===== src/rtl/fir_xifu_ctrl.sv =====
// Per-ID issue/commit/kill tracking for the FIR X-interface coprocessor.
// Each XIF instruction ID runs a small lifecycle FSM; a registered counter bounds in-flight IDs.
module fir_xifu_ctrl #(
  parameter int NB_ID           = 16,
  parameter int MAX_OUTSTANDING = 4,
  localparam int IDW            = $clog2(NB_ID),
  localparam int CW             = $clog2(MAX_OUTSTANDING) + 1
) (
  input  logic              clk_i,
  input  logic              rst_ni,
  input  logic              issue_valid_i,
  input  logic [IDW-1:0]    issue_id_i,
  input  logic              issue_accept_i,
  output logic              issue_ready_o,
  input  logic              commit_valid_i,
  input  logic [IDW-1:0]    commit_id_i,
  input  logic              commit_kill_i,
  input  logic [NB_ID-1:0]  clear_i,
  input  logic              pipe_ready_i,
  output logic [NB_ID-1:0]  issue_o,
  output logic [NB_ID-1:0]  commit_o,
  output logic [NB_ID-1:0]  kill_o,
  output logic [CW-1:0]     outstanding_o,
  output logic              err_o
);

  typedef enum logic [1:0] {
    S_FREE      = 2'd0,
    S_ISSUED    = 2'd1,
    S_COMMITTED = 2'd2,
    S_KILLED    = 2'd3
  } state_e;

  localparam logic [CW-1:0] MAX_CNT = CW'(MAX_OUTSTANDING);

  state_e        state_q [NB_ID];
  state_e        state_d [NB_ID];
  logic [CW-1:0] outstanding_q, outstanding_d;
  logic          err_q, err_d;
  logic          issue_fire;

  // Handshake: an issue transfers when issue_valid_i && issue_ready_o; issue_ready_o never
  // looks at issue_valid_i. issue_accept_i only decides whether a transferred issue claims its ID.
  assign issue_ready_o = pipe_ready_i & (outstanding_q < MAX_CNT);
  assign issue_fire    = issue_valid_i & issue_ready_o & issue_accept_i;

  always_ff @(posedge clk_i or negedge rst_ni) begin : state_reg
    if (!rst_ni) begin
      for (int k = 0; k < NB_ID; k++) state_q[k] <= S_FREE;
      outstanding_q <= '0;
      err_q         <= 1'b0;
    end else begin
      for (int k = 0; k < NB_ID; k++) state_q[k] <= state_d[k];
      outstanding_q <= outstanding_d;
      err_q         <= err_d;
    end
  end

  // Same-cycle order per ID: free (KILLED tick or clear, unless killed now), then issue, then commit.
  always_comb begin : next_state
    logic          iss_k;
    logic          cmt_k;
    logic          frees;
    logic          iss_ok;
    logic [CW-1:0] dec_cnt;
    state_e        s;
    iss_k   = 1'b0;
    cmt_k   = 1'b0;
    frees   = 1'b0;
    iss_ok  = 1'b0;
    dec_cnt = '0;
    s       = S_FREE;
    err_d   = err_q;
    for (int k = 0; k < NB_ID; k++) begin
      iss_k = issue_fire && (issue_id_i == IDW'(k));
      cmt_k = commit_valid_i && (commit_id_i == IDW'(k));
      frees = (state_q[k] == S_KILLED) ||
              ((state_q[k] == S_COMMITTED) && clear_i[k] && !(cmt_k && commit_kill_i));
      if (clear_i[k] && (state_q[k] != S_COMMITTED)) err_d = 1'b1;
      s = frees ? S_FREE : state_q[k];
      if (frees) dec_cnt = dec_cnt + CW'(1);
      if (iss_k) begin
        if (s == S_FREE) begin
          s      = S_ISSUED;
          iss_ok = 1'b1;
        end else begin
          err_d = 1'b1;
        end
      end
      if (cmt_k) begin
        if ((s == S_FREE) || (s == S_KILLED)) err_d = 1'b1;
        else if (commit_kill_i)               s = S_KILLED;
        else                                  s = S_COMMITTED;
      end
      state_d[k] = s;
    end
    outstanding_d = outstanding_q + CW'(iss_ok) - dec_cnt;
  end

  always_comb begin : output_decode
    issue_o  = '0;
    commit_o = '0;
    kill_o   = '0;
    for (int k = 0; k < NB_ID; k++) begin
      issue_o[k]  = (state_q[k] != S_FREE);
      commit_o[k] = (state_q[k] == S_COMMITTED);
      kill_o[k]   = (state_q[k] == S_KILLED);
    end
  end

  assign outstanding_o = outstanding_q;
  assign err_o         = err_q;

endmodule


===== config.mk =====
export PLATFORM = sky130hd
export DESIGN_NAME = fir_xifu_ctrl
export DESIGN_NICKNAME = d
export VERILOG_FILES = /design/src/rtl/fir_xifu_ctrl.sv
export SDC_FILE = /design/constraint.sdc
export NUM_CORES = 1
export LEC_CHECK = 0
export ABC_AREA = 1
export BUFFER_PORTS_ARGS = -buffer_cell sky130_fd_sc_hd__buf_4
export CORE_ASPECT_RATIO = 0.7
export CORE_MARGIN = 1
export CORE_UTILIZATION = 55
export DETAILED_ROUTE_END_ITERATION = 16
export PLACE_DENSITY_LB_ADDON = 0.12
export SYNTH_ARGS = -nofsm -noshare
export SYNTH_HDL_FRONTEND = slang
export SYNTH_SLANG_ARGS = --single-unit

===== constraint.sdc =====
create_clock -name clk_i -period 17.7 [get_ports clk_i]
set_clock_uncertainty 0.2 [all_clocks]
set_input_delay 3.54 -clock clk_i [delete_from_list [all_inputs] [get_ports clk_i]]
set_output_delay 3.54 -clock clk_i [all_outputs]
set_load 0.1 [all_outputs]

Word level (Yosys, flattened, before mapping)
Index checks and enable logic that the tools add are counted.

cells by class
  multiply operators = 0
  $add $sub $neg = 17
  equal/unequal tests = 94
  mux-type cells = 209
  reductions and logical operators = 194
  $lt $le $gt $ge = 1
  shifts and indexed selects = 0
  bitwise logic cells = 3
  div/mod/pow operators = 0

operators by type and width
  kind                 count
  $mux 2               80
  $mux 1               114
  $eq 2x2->1 const B   48
  $logic_and 1x1->1    96
  $eq 4x4->1 const B   16
  $logic_not 2->1      32
  $add 3x1->3 const B  15
  $mux 3               15
  $eq 4x3->1 const B   8
  $logic_or 1x1->1     32
  $ne 2x2->1 const B   16
  $reduce_bool 2->1    16
  $eq 4x2->1 const B   4
  $logic_not 1->1      16
  $eq 4x1->1 const B   2
  $logic_not 4->1      2
  $add 3x1->3          1
  $and 1x1->1          3
  $lt 3x3->1 const B   1
  $sub 3x3->3          1

storage, ports and cells
  output and inout bits = 53
  bits in writable memories = 0
  memory bits (read-only) = 0
  bits in latches = 0
  memories kept = 0
  flip-flop bits (word level) = 36

Logic depth before layout (Yosys ltp)
Gate-level depths: netlist (run 1).

  word-level depth = 89
  gate-level depth with buffers = 59
  mapped depth without buffers = 59

Least setup slack after synthesis (run 1)
No wires, ideal clock.

  path kind = input to register
  start point = in commit_id_i[3]
  end point = reg outstanding_q[2] (netlist: outstanding_o[2])
  setup slack = 4,638 ps
  arrival time = 12,734 ps
  path buffers = 0
  data required time = 17,372 ps
  cell stages on the path = 58
  setup time = 128 ps
  cells stage by stage = nor2_2 inv_1 nor2_1 inv_1 o211ai_1 inv_1 nor2_1 ha_1 nand3_1 nand2_1 ha_1 nor2_1 a31oi_1 ha_1 inv_1 o21ai_0 ha_1 or2_2 [22 not listed] ha_1 nand2_1 nand2_1 ha_1 or2_2 and2_1 ha_1 nand2_1 nand2_1 ha_1 or2_2 nand2_1 ha_1 inv_1 fa_1 xor2_1 xor2_1 xor2_1

on the way
  cells in the longest elaborated chain, start to end = 42

ends and longest elaborated chain
  item                                                  RTL line  text
  start, declared                                       16        input logic [IDW-1:0] commit_id_i,
  branches (longest 41 deep; another with $add 3x1->3)  -
  $sub 3x3->3 *                                         97        outstanding_d = outstanding_q + CW'(iss_ok) - dec_cnt;
  via outstanding_d[2]                                  38        logic [CW-1:0] outstanding_q, outstanding_d;
  end signal, assigned                                  54        outstanding_q <= outstanding_d;
  end, declared                                         38

Mark *: on every way through the listed nets, which the timed path passes.

Final worst setup path (run 1)
  start point = in commit_id_i[1]
  end point = reg outstanding_q[2] (netlist: outstanding_o[2])

Same word-level chain as after synthesis.

==> flow_summary_export.csv, run 1 <==
group,metric,value,unit
status,result_of_the_run,"finished, final reports clean",
detailed_routing,drt-initial-drc-count,541,
placed_design,port_bufs,83,
sta,timing.final.setup_violations,0,
cts,cts.repair_timing.setup_buffer_count,0,
sta,final-max-slew-violation-count,0,
cts,clkLatencyLatePin,290,ps
cts,max-clock-path-buffers,2,
cts,cts.sinks,36,
synth,synth.top_cells.by_area,"dfrtp_1 (21%), nand2_1 (12%), inv_1 (11%)",
cts,tritoncts,"built",
placed_design,place_congestion,0.947,
detailed_routing,drt_drc_violations_left,0,
detailed_routing,wirelength,13300,um
cts,postCtsHoldBufs,0,
global_route,groute.layer.met1.usage,45.6,%
worst_setup_path,timing.critical_path.from_type,"input port",
synth,ys_warn_count,0,
synth,synth.avg_cell_area,6.35,sq um
global_route,grt.met3_usage,4.28,%
final_layout,finalNetCount,833,
global_route,grt_first_pass_wirelength,21200,um
power_and_ir_drop,cellPowerDensity,195,nW/um^2
global_route,first_global_vias,4533,
detailed_routing,antenna_left,0,
global_route,busiest_layer,"met2",
synth,synth_cell_type_count,36,
worst_setup_path,cp_top_family,"adder cells",
synth,post_synthesis_net_count,745,
sta,holdWs,331,ps
sta,relSlewSlack,53.6,%
power_and_ir_drop,max-vdd-ir-drop,0.152,mV
worst_setup_path,timing.critical_path.arrival,13660,ps
worst_setup_path,path_buf_inv,9,
floorplanning,design.die.area,8210,sq um
cts,cts_max_level,2,
global_route,antenna_found_initial,0,
synth,syn_inst,679,
worst_setup_path,timing.critical_path.required,17660,ps
detailed_routing,wl_per_instance,15.4,um
sta,fin_setup_tns,0,ps
sta,fmax,0.0730,GHz
detailed_routing,detail_route.first_pass.iterations,5,
worst_setup_path,cp-end-kind,"register",
cts,cts_buffers,5,
synth,post_synth_instance_area,4310,sq um
cts,cts-resized-gates,0,
worst_setup_path,timing.critical_path.mode_cell,"ha_1",
detailed_routing,route.detailed.vias_per_inst,5.66,
global_route,grt_max_degree,37,
floorplanning,coreArea,7450,sq um
sta,final_hold_violation_count,0,
flow_run,max-cap-violations,0,
detailed_routing,route.vias.total,4897,
power_and_ir_drop,p_leak,2.80,nW
worst_setup_path,timing.setup.critical_path_class,"in -> reg",
final_layout,mostFrequentLayoutCell,"nand2_1",
final_layout,nFillCells,685,
floorplanning,initial_cell_density_of_the_core,57.9,%
sta,slew_at_the_pin_closest_to_its_max_slew_limit,678,ps
synth,netlist.area_leader.share,20.9,%
placed_design,place.detailed.hpwl,11000,um
sta,finalCritPeriodShare,77.4,%
final_layout,drive_above_1_share,18.4,%
synth,postSynthRegisterBits,36,
synth,ys_seq_area_share,20.9,%
power_and_ir_drop,power.total,0.000999,W
sta,rsz0062_at_grt,"false",
floorplanning,die_x,108,um
global_route,gr-usage-met2,53.4,%
global_route,global_route.usage.total,33.0,%
cts,root_buffer_master,"clkbuf_8",
synth,synth.largest_area_cell,"dfrtp_1",
floorplanning,boundaryPins,84,
worst_setup_path,standard_cell_with_the_maximum_stage_delay_on_the_critical_path,"fa_1",
floorplanning,core.rowCount,26,
worst_setup_path,critical-path-max-stage-delay,430,ps
sta,period_minus_slack,13690,ps
floorplanning,floorplan.die.height,76.1,um
final_layout,most-common-layout-cells,"nand2_1 (133), inv_1 (126), nor2_1 (105)",
worst_hold_path,hp-class,"reg -> reg",
worst_setup_path,timing.critical_path.fanout_max,6,
global_route,remaining_global_route_overflow,0,
final_layout,synthToLayoutAreaGrowth,18.9,%
cts,worst_setup_hold_path_clk_slew,70,ps
final_layout,number_of_diodes_added_for_antenna_fixing,0,
[cell families (layout without fill, tap and decap cells)]
kind of cell               Yosys count  in the layout  share of synthesized area, %
adders and majority gates           35             35                          10.3
AOI/OAI and AO/OA                   83             83                          11.7
buffers and inverters              133            221                          11.6
xor gates and xnor gates            16             16                          3.25
and+or+nand+nor                    365            365                          39.7
DFF                                 36             36                          20.9
muxes                               11             11                          2.55
[power breakdown]
group	internal (W)	switching, W	leakage (nW)
Combinational	0.000217	0.000595	2.28
Sequential	0.000108	0.0000225	0.478
Clock	0.0000268	0.0000300	0.0410
[area by class of cell]
| type | count | area (sq um) | share of cell area, % |
|---|---|---|---|
| Tap cell | 98 | 123 | 2.39 |
| Clock inverter | 1 | 5.00 | 0.0976 |
| Inverter | 131 | 492 | 9.59 |
| Multi-Input combinational cell | 510 | 2910 | 56.8 |
| Clock buffer | 6 | 72.6 | 1.41 |
| Sequential cell | 36 | 901 | 17.6 |
| Timing Repair Buffer | 83 | 623 | 12.1 |
[synthesized netlist by cell type (all sizes together)]
cell,instances
o2111ai,1
nor2,110
a211oi,1
o31ai,1
xnor2,4
nand4,4
or2,7
o21ai,33
nand3,72
a21oi,16
inv,129
a221oi,6
clkinv,2
a31oi,3
nor3,10
o32ai,5
nand2,156
and2,4
xor2,12
o41ai,2
dfrtp,36
nor4,1
fa,1
o211ai,4
o22ai,9
a2111oi,2
or4,1
clkbuf,2
mux2i,11
ha,34
[worst paths after layout]
kind	startpoint	end	slack, ps	depth (start not counted)
worst min-delay path	outstanding_o[0]$_DFF_PN0_	outstanding_o[0]$_DFF_PN0_	330	1
min in group asynchronous	rst_ni	state_q[30]$_DFF_PN0_	3010	1
worst min register to register	outstanding_o[0]$_DFF_PN0_	outstanding_o[0]$_DFF_PN0_	330	1
worst max-delay path	commit_id_i[1]	outstanding_o[2]$_DFF_PN0_	4010	59
max in group asynchronous	rst_ni	state_q[0]$_DFF_PN0_	13950	1
worst max register to register	state_q[31]$_DFF_PN0_	outstanding_o[2]$_DFF_PN0_	7650	54
[per-layer routing]
metal / up-vias / routed length [um] / share of wire, %
met5: - / 0 / 0
met4: 0 / 282 / 2.1
met3: 38 / 1140 / 8.5
met2: 259 / 5930 / 44
met1: 2228 / 5990 / 45
li1: 2372 / - / -
[metrics by stage]
| step | setup slack [ps] | util (%) | area, sq um | std cells |
|---|---|---|---|---|
| after global routing | 3270 | 68.8 | 5130 | 865 |
| final | 4010 | 68.8 | 5130 | 865 |
| after detailed placement | 3750 | 67.8 | 5050 | 858 |
| after CTS | 4030 | 68.8 | 5130 | 865 |
| after floorplan | 4640 | - | 4310 | 679 |
| after global placement | 4110 | 67.8 | 5050 | 858 |
[flip-flops by register name, summed over array words and instances (netlist names)]
signal,flops
outstanding_o,3
state_q,32
err_o,1
[worst register-to-register path, delay by kind of cell, from the launching register on]
family | cells | cell delay, ps
AOI/OAI and AO/OA | 2 | 280
and+or+nand+nor | 27 | 3910
adders and majority gates | 16 | 4340
xor gates and xnor gates | 3 | 500
buffers and inverters | 6 | 320
DFF | 1 | 390
(Power assumes the default switching activity.)
==> run 2, diff against run 1 <==
==> constraint.sdc (replaced) <==
create_clock -name clk_i -period 13.6 [get_ports clk_i]
set_clock_uncertainty 0.2 [all_clocks]
set_input_delay 2.72 -clock clk_i [delete_from_list [all_inputs] [get_ports clk_i]]
set_output_delay 2.72 -clock clk_i [all_outputs]
set_load 0.1 [all_outputs]
==> flow_summary_export.csv, run 2 (synthesis gave the netlist of run 1 again) <==
group,metric,value,unit
status,result_of_the_run,"finished, final reports clean",
placed_design,place_worst_setup_slack,375,ps
floorplanning,boundaryPins,84,
sta,rsz0062_at_grt,"false",
flow_run,max-cap-violations,0,
worst_setup_path,timing.critical_path.fanout_max,6,
detailed_routing,detail_route.first_pass.iterations,6,
worst_setup_path,path_buf_inv,9,
final_layout,drive_above_1_share,18.6,%
worst_setup_path,timing.critical_path.arrival,13030,ps
sta,fmax,0.0766,GHz
worst_setup_path,critical-path-max-stage-delay,430,ps
final_layout,number_of_diodes_added_for_antenna_fixing,0,
worst_setup_path,timing.critical_path.required,13580,ps
cts,root_buffer_master,"clkbuf_8",
floorplanning,core.rowCount,26,
worst_setup_path,cp-end-kind,"register",
detailed_routing,drt-initial-drc-count,500,
floorplanning,design.die.area,8210,sq um
global_route,first_global_vias,4479,
sta,layout_setup_ws,553,ps
worst_setup_path,r2r.worst_path.cells,54,
global_route,grt_max_degree,37,
sta,period_minus_slack,13050,ps
worst_setup_path,critical_path.reg2reg.startpoint,"state_q[31]$_DFF_PN0_",
worst_hold_path,hp-class,"reg -> reg",
worst_setup_path,standard_cell_with_the_maximum_stage_delay_on_the_critical_path,"fa_1",
placed_design,port_bufs,83,
power_and_ir_drop,power.total,0.00133,W
sta,fin_setup_tns,0,ps
worst_setup_path,worst_r2r_endpoint,"outstanding_o[2]$_DFF_PN0_",
global_route,global_route.usage.total,33.7,%
floorplanning,floorplan.die.height,76.1,um
floorplanning,die_x,108,um
sta,final_hold_violation_count,0,
worst_hold_path,min_delay_path_depth,1,
final_layout,finalNetCount,834,
final_layout,most-common-layout-cells,"nand2_1 (133), inv_1 (126), nor2_1 (105)",
detailed_routing,wl_per_instance,15.5,um
worst_hold_path,hold_end,"outstanding_o[0]$_DFF_PN0_",
worst_setup_path,timing.critical_path.from_type,"input port",
detailed_routing,drt_drc_violations_left,0,
final_layout,registers.top_by_ff_count,"state_q",
floorplanning,coreArea,7450,sq um
final_layout,largest_register_ffs,32,
sta,finalCritPeriodShare,95.9,%
global_route,antenna_found_initial,0,
global_route,remaining_global_route_overflow,0,
floorplanning,initial_cell_density_of_the_core,57.9,%
final_layout,final_cells,867,
detailed_routing,antenna_left,0,
cts,postCtsHoldBufs,0,
worst_hold_path,timing.hold.worst.start,"outstanding_o[0]$_DFF_PN0_",
placed_design,place_congestion,0.949,
final_layout,mostFrequentLayoutCell,"nand2_1",
global_route,grt_first_pass_wirelength,21400,um
worst_setup_path,cp_top_family,"simple AND/OR/NAND/NOR gates",
final_layout,synthToLayoutAreaGrowth,19.8,%
cts,max-clock-path-buffers,2,
cts,worst_setup_hold_path_clk_slew,80,ps
sta,slew_at_the_pin_closest_to_its_max_slew_limit,703,ps
placed_design,place.detailed.hpwl,11100,um
power_and_ir_drop,p_leak,2.82,nW
cts,clkLatencyLatePin,300,ps
worst_setup_path,timing.critical_path.mode_cell,"ha_1",
sta,relSlewSlack,51.9,%
cts,cts-resized-gates,0,
sta,timing.final.setup_violations,0,
cts,cts_max_level,2,
power_and_ir_drop,cellPowerDensity,257,nW/um^2
power_and_ir_drop,max-vdd-ir-drop,0.205,mV
cts,cts_buffers,5,
worst_setup_path,timing.setup.critical_path_class,"in -> reg",
detailed_routing,route.detailed.vias_per_inst,5.65,
detailed_routing,route.vias.total,4900,
cts,cts.repair_timing.setup_buffer_count,0,
detailed_routing,wirelength,13400,um
cts,tritoncts,"built",
cts,cts.sinks,36,
worst_setup_path,register_to_register_setup_slack,3400,ps
placed_design,placed_cells_incl_taps,859,
sta,final-max-slew-violation-count,0,
-- run 2: cell types whose count changed in the layout (fill, tap and decap cells not counted) --
cell and change:
buf_4 +1, bufinv_16 +1
-- run 2: cell type report --
cell class,instances,area (sq um)
clock buffer,6,72.6
sequential,36,901
multi-input combinational,510,2910
tap,98,123
fill,672,2280
inverter,131,492
clock inverter,2,35.0
timing repair buffer,84,631
-- run 2: power by group --
| part | switching, W | total (W) | internal [W] | leakage (nW) |
|---|---|---|---|---|
| logic | 0.000777 | 0.00106 | 0.000285 | 2.28 |
| registers | 0.0000289 | 0.000169 | 0.000140 | 0.478 |
| clock network | 0.0000430 | 0.0000974 | 0.0000545 | 0.0552 |
| total | 0.000849 | 0.00133 | 0.000479 | 2.82 |
-- run 2: how the worst max path moves through the flow --
| stage | start | endpoint | slack [ps] | cells after the start |
|---|---|---|---|---|
| 2_1_floorplan | commit_id_i[3] | outstanding_o[2]$_DFF_PN0_ | 1360 | 58 |
| 3_3_place_gp | commit_id_i[1] | outstanding_o[2]$_DFF_PN0_ | 830 | 59 |
| 3_5_place_dp | commit_id_i[1] | outstanding_o[2]$_DFF_PN0_ | 370 | 59 |
| 4_1_cts | commit_id_i[1] | outstanding_o[2]$_DFF_PN0_ | 670 | 59 |
| 5_1_grt | commit_id_i[1] | outstanding_o[2]$_DFF_PN0_ | 30 | 59 |
| 6_report | commit_id_i[1] | outstanding_o[2]$_DFF_PN0_ | 550 | 59 |
-- run 2: layer usage --
metal  vias to the layer above  global-route usage [%]  part of all wire [%]
met5                         -                       0                     0
met4                         0                    9.18                   2.1
met3                        33                    4.36                   8.8
met2                       243                    54.8                    45
met1                      2251                    46.7                    45
li1                       2373                       -                     -
-- run 2: stage by stage --
stage	area (sq um)	util, %	hold WS, ps
2_1_floorplan	4310	-	455
3_3_place_gp	5060	67.9	318
3_5_place_dp	5060	67.9	355
4_1_cts	5170	69.3	384
5_1_grt	5170	69.3	413
6_report	5170	69.3	378
-- run 2: worst reg2reg max path, delay by kind of cell, from the launching register on --
family                   cells  cell delay, ps
adder cells (fa/ha/maj)     16            4380
AND/OR/NAND/NOR             27            4000
XOR/XNOR                     3             500
flip-flops                   1             400
buffers and inverters        6             330
AO/OA/AOI/OAI                2             290
==> run 3, diff against run 2 <==
--- a/config.mk
+++ b/config.mk
@@ -10,6 +10,7 @@
 export CORE_ASPECT_RATIO = 0.7
 export CORE_MARGIN = 1
 export CORE_UTILIZATION = 55
+export CTS_BUF_LIST = sky130_fd_sc_hd__clkbuf_4
 export DETAILED_ROUTE_END_ITERATION = 16
 export PLACE_DENSITY_LB_ADDON = 0.12
 export SYNTH_ARGS = -nofsm -noshare
==> flow_summary_export.csv, run 3 (synthesis gave the netlist of run 1 again) <==
group,metric,value,unit
status,result_of_the_run,"finished, final reports clean",
worst_setup_path,critical-path-max-stage-delay,430,ps
worst_setup_path,timing.critical_path.mode_cell,"ha_1",
worst_setup_path,timing.critical_path.from_type,"input port",
placed_design,place.detailed.hpwl,11100,um
sta,finalCritPeriodShare,95.4,%
detailed_routing,wirelength,13400,um
worst_setup_path,worst_r2r_endpoint,"outstanding_o[2]$_DFF_PN0_",
sta,final_hold_violation_count,0,
detailed_routing,detail_route.first_pass.iterations,6,
final_layout,most-common-layout-cells,"nand2_1 (133), inv_1 (126), nor2_1 (105)",
floorplanning,die_x,108,um
global_route,grt_max_degree,37,
global_route,global_route.usage.total,33.5,%
final_layout,post-route-util,69.0,%
cts,postCtsHoldBufs,0,
sta,slew_at_the_pin_closest_to_its_max_slew_limit,712,ps
final_layout,seqCellArea,901,sq um
cts,cts.sinks,36,
cts,cts_max_level,2,
worst_setup_path,standard_cell_with_the_maximum_stage_delay_on_the_critical_path,"fa_1",
cts,root_buffer_master,"clkbuf_4",
worst_setup_path,critical_path.reg2reg.startpoint,"state_q[31]$_DFF_PN0_",
floorplanning,design.die.area,8210,sq um
placed_design,place_congestion,0.949,
sta,layout_setup_ws,621,ps
sta,period_minus_slack,12980,ps
cts,cts_buffers,5,
global_route,antenna_found_initial,0,
worst_hold_path,hp-class,"reg -> reg",
power_and_ir_drop,cellPowerDensity,255,nW/um^2
cts,cts-resized-gates,0,
global_route,first_global_vias,4492,
final_layout,mostFrequentLayoutCell,"nand2_1",
worst_setup_path,timing.critical_path.fanout_max,6,
placed_design,place_worst_setup_slack,375,ps
sta,fmax,0.0770,GHz
floorplanning,initial_cell_density_of_the_core,57.9,%
final_layout,registers.top_by_ff_count,"state_q",
floorplanning,coreArea,7450,sq um
flow_run,max-cap-violations,0,
sta,final-max-slew-violation-count,0,
worst_setup_path,timing.critical_path.required,13640,ps
placed_design,placed_cells_incl_taps,859,
detailed_routing,route.vias.total,4896,
sta,fin_setup_tns,0,ps
floorplanning,floorplan.die.height,76.1,um
final_layout,nFillCells,675,
cts,cts.repair_timing.setup_buffer_count,0,
worst_setup_path,cp-end-kind,"register",
worst_hold_path,min_delay_path_depth,1,
cts,tritoncts,"built",
cts,max-clock-path-buffers,2,
floorplanning,boundaryPins,84,
global_route,remaining_global_route_overflow,0,
power_and_ir_drop,p_leak,2.81,nW
detailed_routing,route.detailed.vias_per_inst,5.65,
sta,timing.final.setup_violations,0,
worst_setup_path,r2r.worst_path.cells,54,
worst_setup_path,timing.critical_path.arrival,13020,ps
power_and_ir_drop,max-vdd-ir-drop,0.205,mV
final_layout,final_cells,867,
power_and_ir_drop,power.total,0.00131,W
detailed_routing,antenna_left,0,
sta,rsz0062_at_grt,"false",
placed_design,port_bufs,83,
detailed_routing,wl_per_instance,15.4,um
final_layout,synthToLayoutAreaGrowth,19.1,%
detailed_routing,drt_drc_violations_left,0,
worst_setup_path,crit_path_start,"commit_id_i[1]",
final_layout,multi_input_logic_area,2910,sq um
final_layout,number_of_diodes_added_for_antenna_fixing,0,
sta,relSlewSlack,51.3,%
cts,worst_setup_hold_path_clk_slew,120,ps
worst_setup_path,register_to_register_setup_slack,3390,ps
worst_setup_path,timing.setup.critical_path_class,"in -> reg",
detailed_routing,drt-initial-drc-count,459,
worst_setup_path,critPathCapture,"outstanding_o[2]$_DFF_PN0_",
floorplanning,core.rowCount,26,
final_layout,finalNetCount,834,
global_route,grt_first_pass_wirelength,21400,um
final_layout,drive_above_1_share,18.7,%
final_layout,largest_register_ffs,32,
cts,clkLatencyLatePin,360,ps
## run 3: changes by cell type in the layout (fill, tap and decap cells not counted)
cell      delta
clkbuf_4     +6
clkbuf_8     -5
clkbuf_1     -1
## run 3: worst min path at each step
stage                               start                         end  slack, ps
4_1_cts        outstanding_o[0]$_DFF_PN0_  outstanding_o[0]$_DFF_PN0_        390
5_1_grt        outstanding_o[0]$_DFF_PN0_  outstanding_o[0]$_DFF_PN0_        420
3_3_place_gp   outstanding_o[0]$_DFF_PN0_  outstanding_o[0]$_DFF_PN0_        320
6_report       outstanding_o[0]$_DFF_PN0_  outstanding_o[0]$_DFF_PN0_        390
2_1_floorplan       state_q[29]$_DFF_PN0_       state_q[29]$_DFF_PN0_        460
3_5_place_dp   outstanding_o[0]$_DFF_PN0_  outstanding_o[0]$_DFF_PN0_        360
## run 3: through the flow
| step | instance area (sq um) | hold WS, ps |
|---|---|---|
| floorplan | 4310 | 455 |
| CTS | 5140 | 394 |
| global placement | 5060 | 318 |
| global route | 5140 | 424 |
| detailed placement | 5060 | 355 |
| finish | 5140 | 388 |
## run 3: layout make-up
type                    count  share of cell area, %
flip-flops and latches     36                   17.5
well taps                  98                   2.39
repair buffers             84                   12.3
multi-input cells         510                   56.7
clock buffers               6                  0.877
clock inverters             2                  0.682
inverters                 131                   9.57
## run 3: critical path: cells and delay by family
family / cells / cell delay, ps
AND/OR/NAND/NOR: 28 / 4400
adder cells (fa/ha/maj): 16 / 4330
buffers and inverters: 9 / 630
XOR/XNOR: 3 / 500
AO/OA/AOI/OAI: 3 / 460
## run 3: routing by layer
layer,track usage (%),share of wire [%],vias up,wire [um]
met1,46.8,44,2225,5900
li1,-,-,2376,-
met3,4.11,9.8,27,1310
met2,54.5,44,268,5940
met4,8.22,1.8,0,241
met5,0,0,-,0
## run 3: power by group
| part | total [W] | switching, W | internal [W] | leakage [nW] |
|---|---|---|---|---|
| clock | 0.0000809 | 0.0000404 | 0.0000405 | 0.0456 |
| combinational | 0.00106 | 0.000777 | 0.000285 | 2.28 |
| sequential | 0.000169 | 0.0000289 | 0.000140 | 0.478 |
| total | 0.00131 | 0.000847 | 0.000465 | 2.81 |
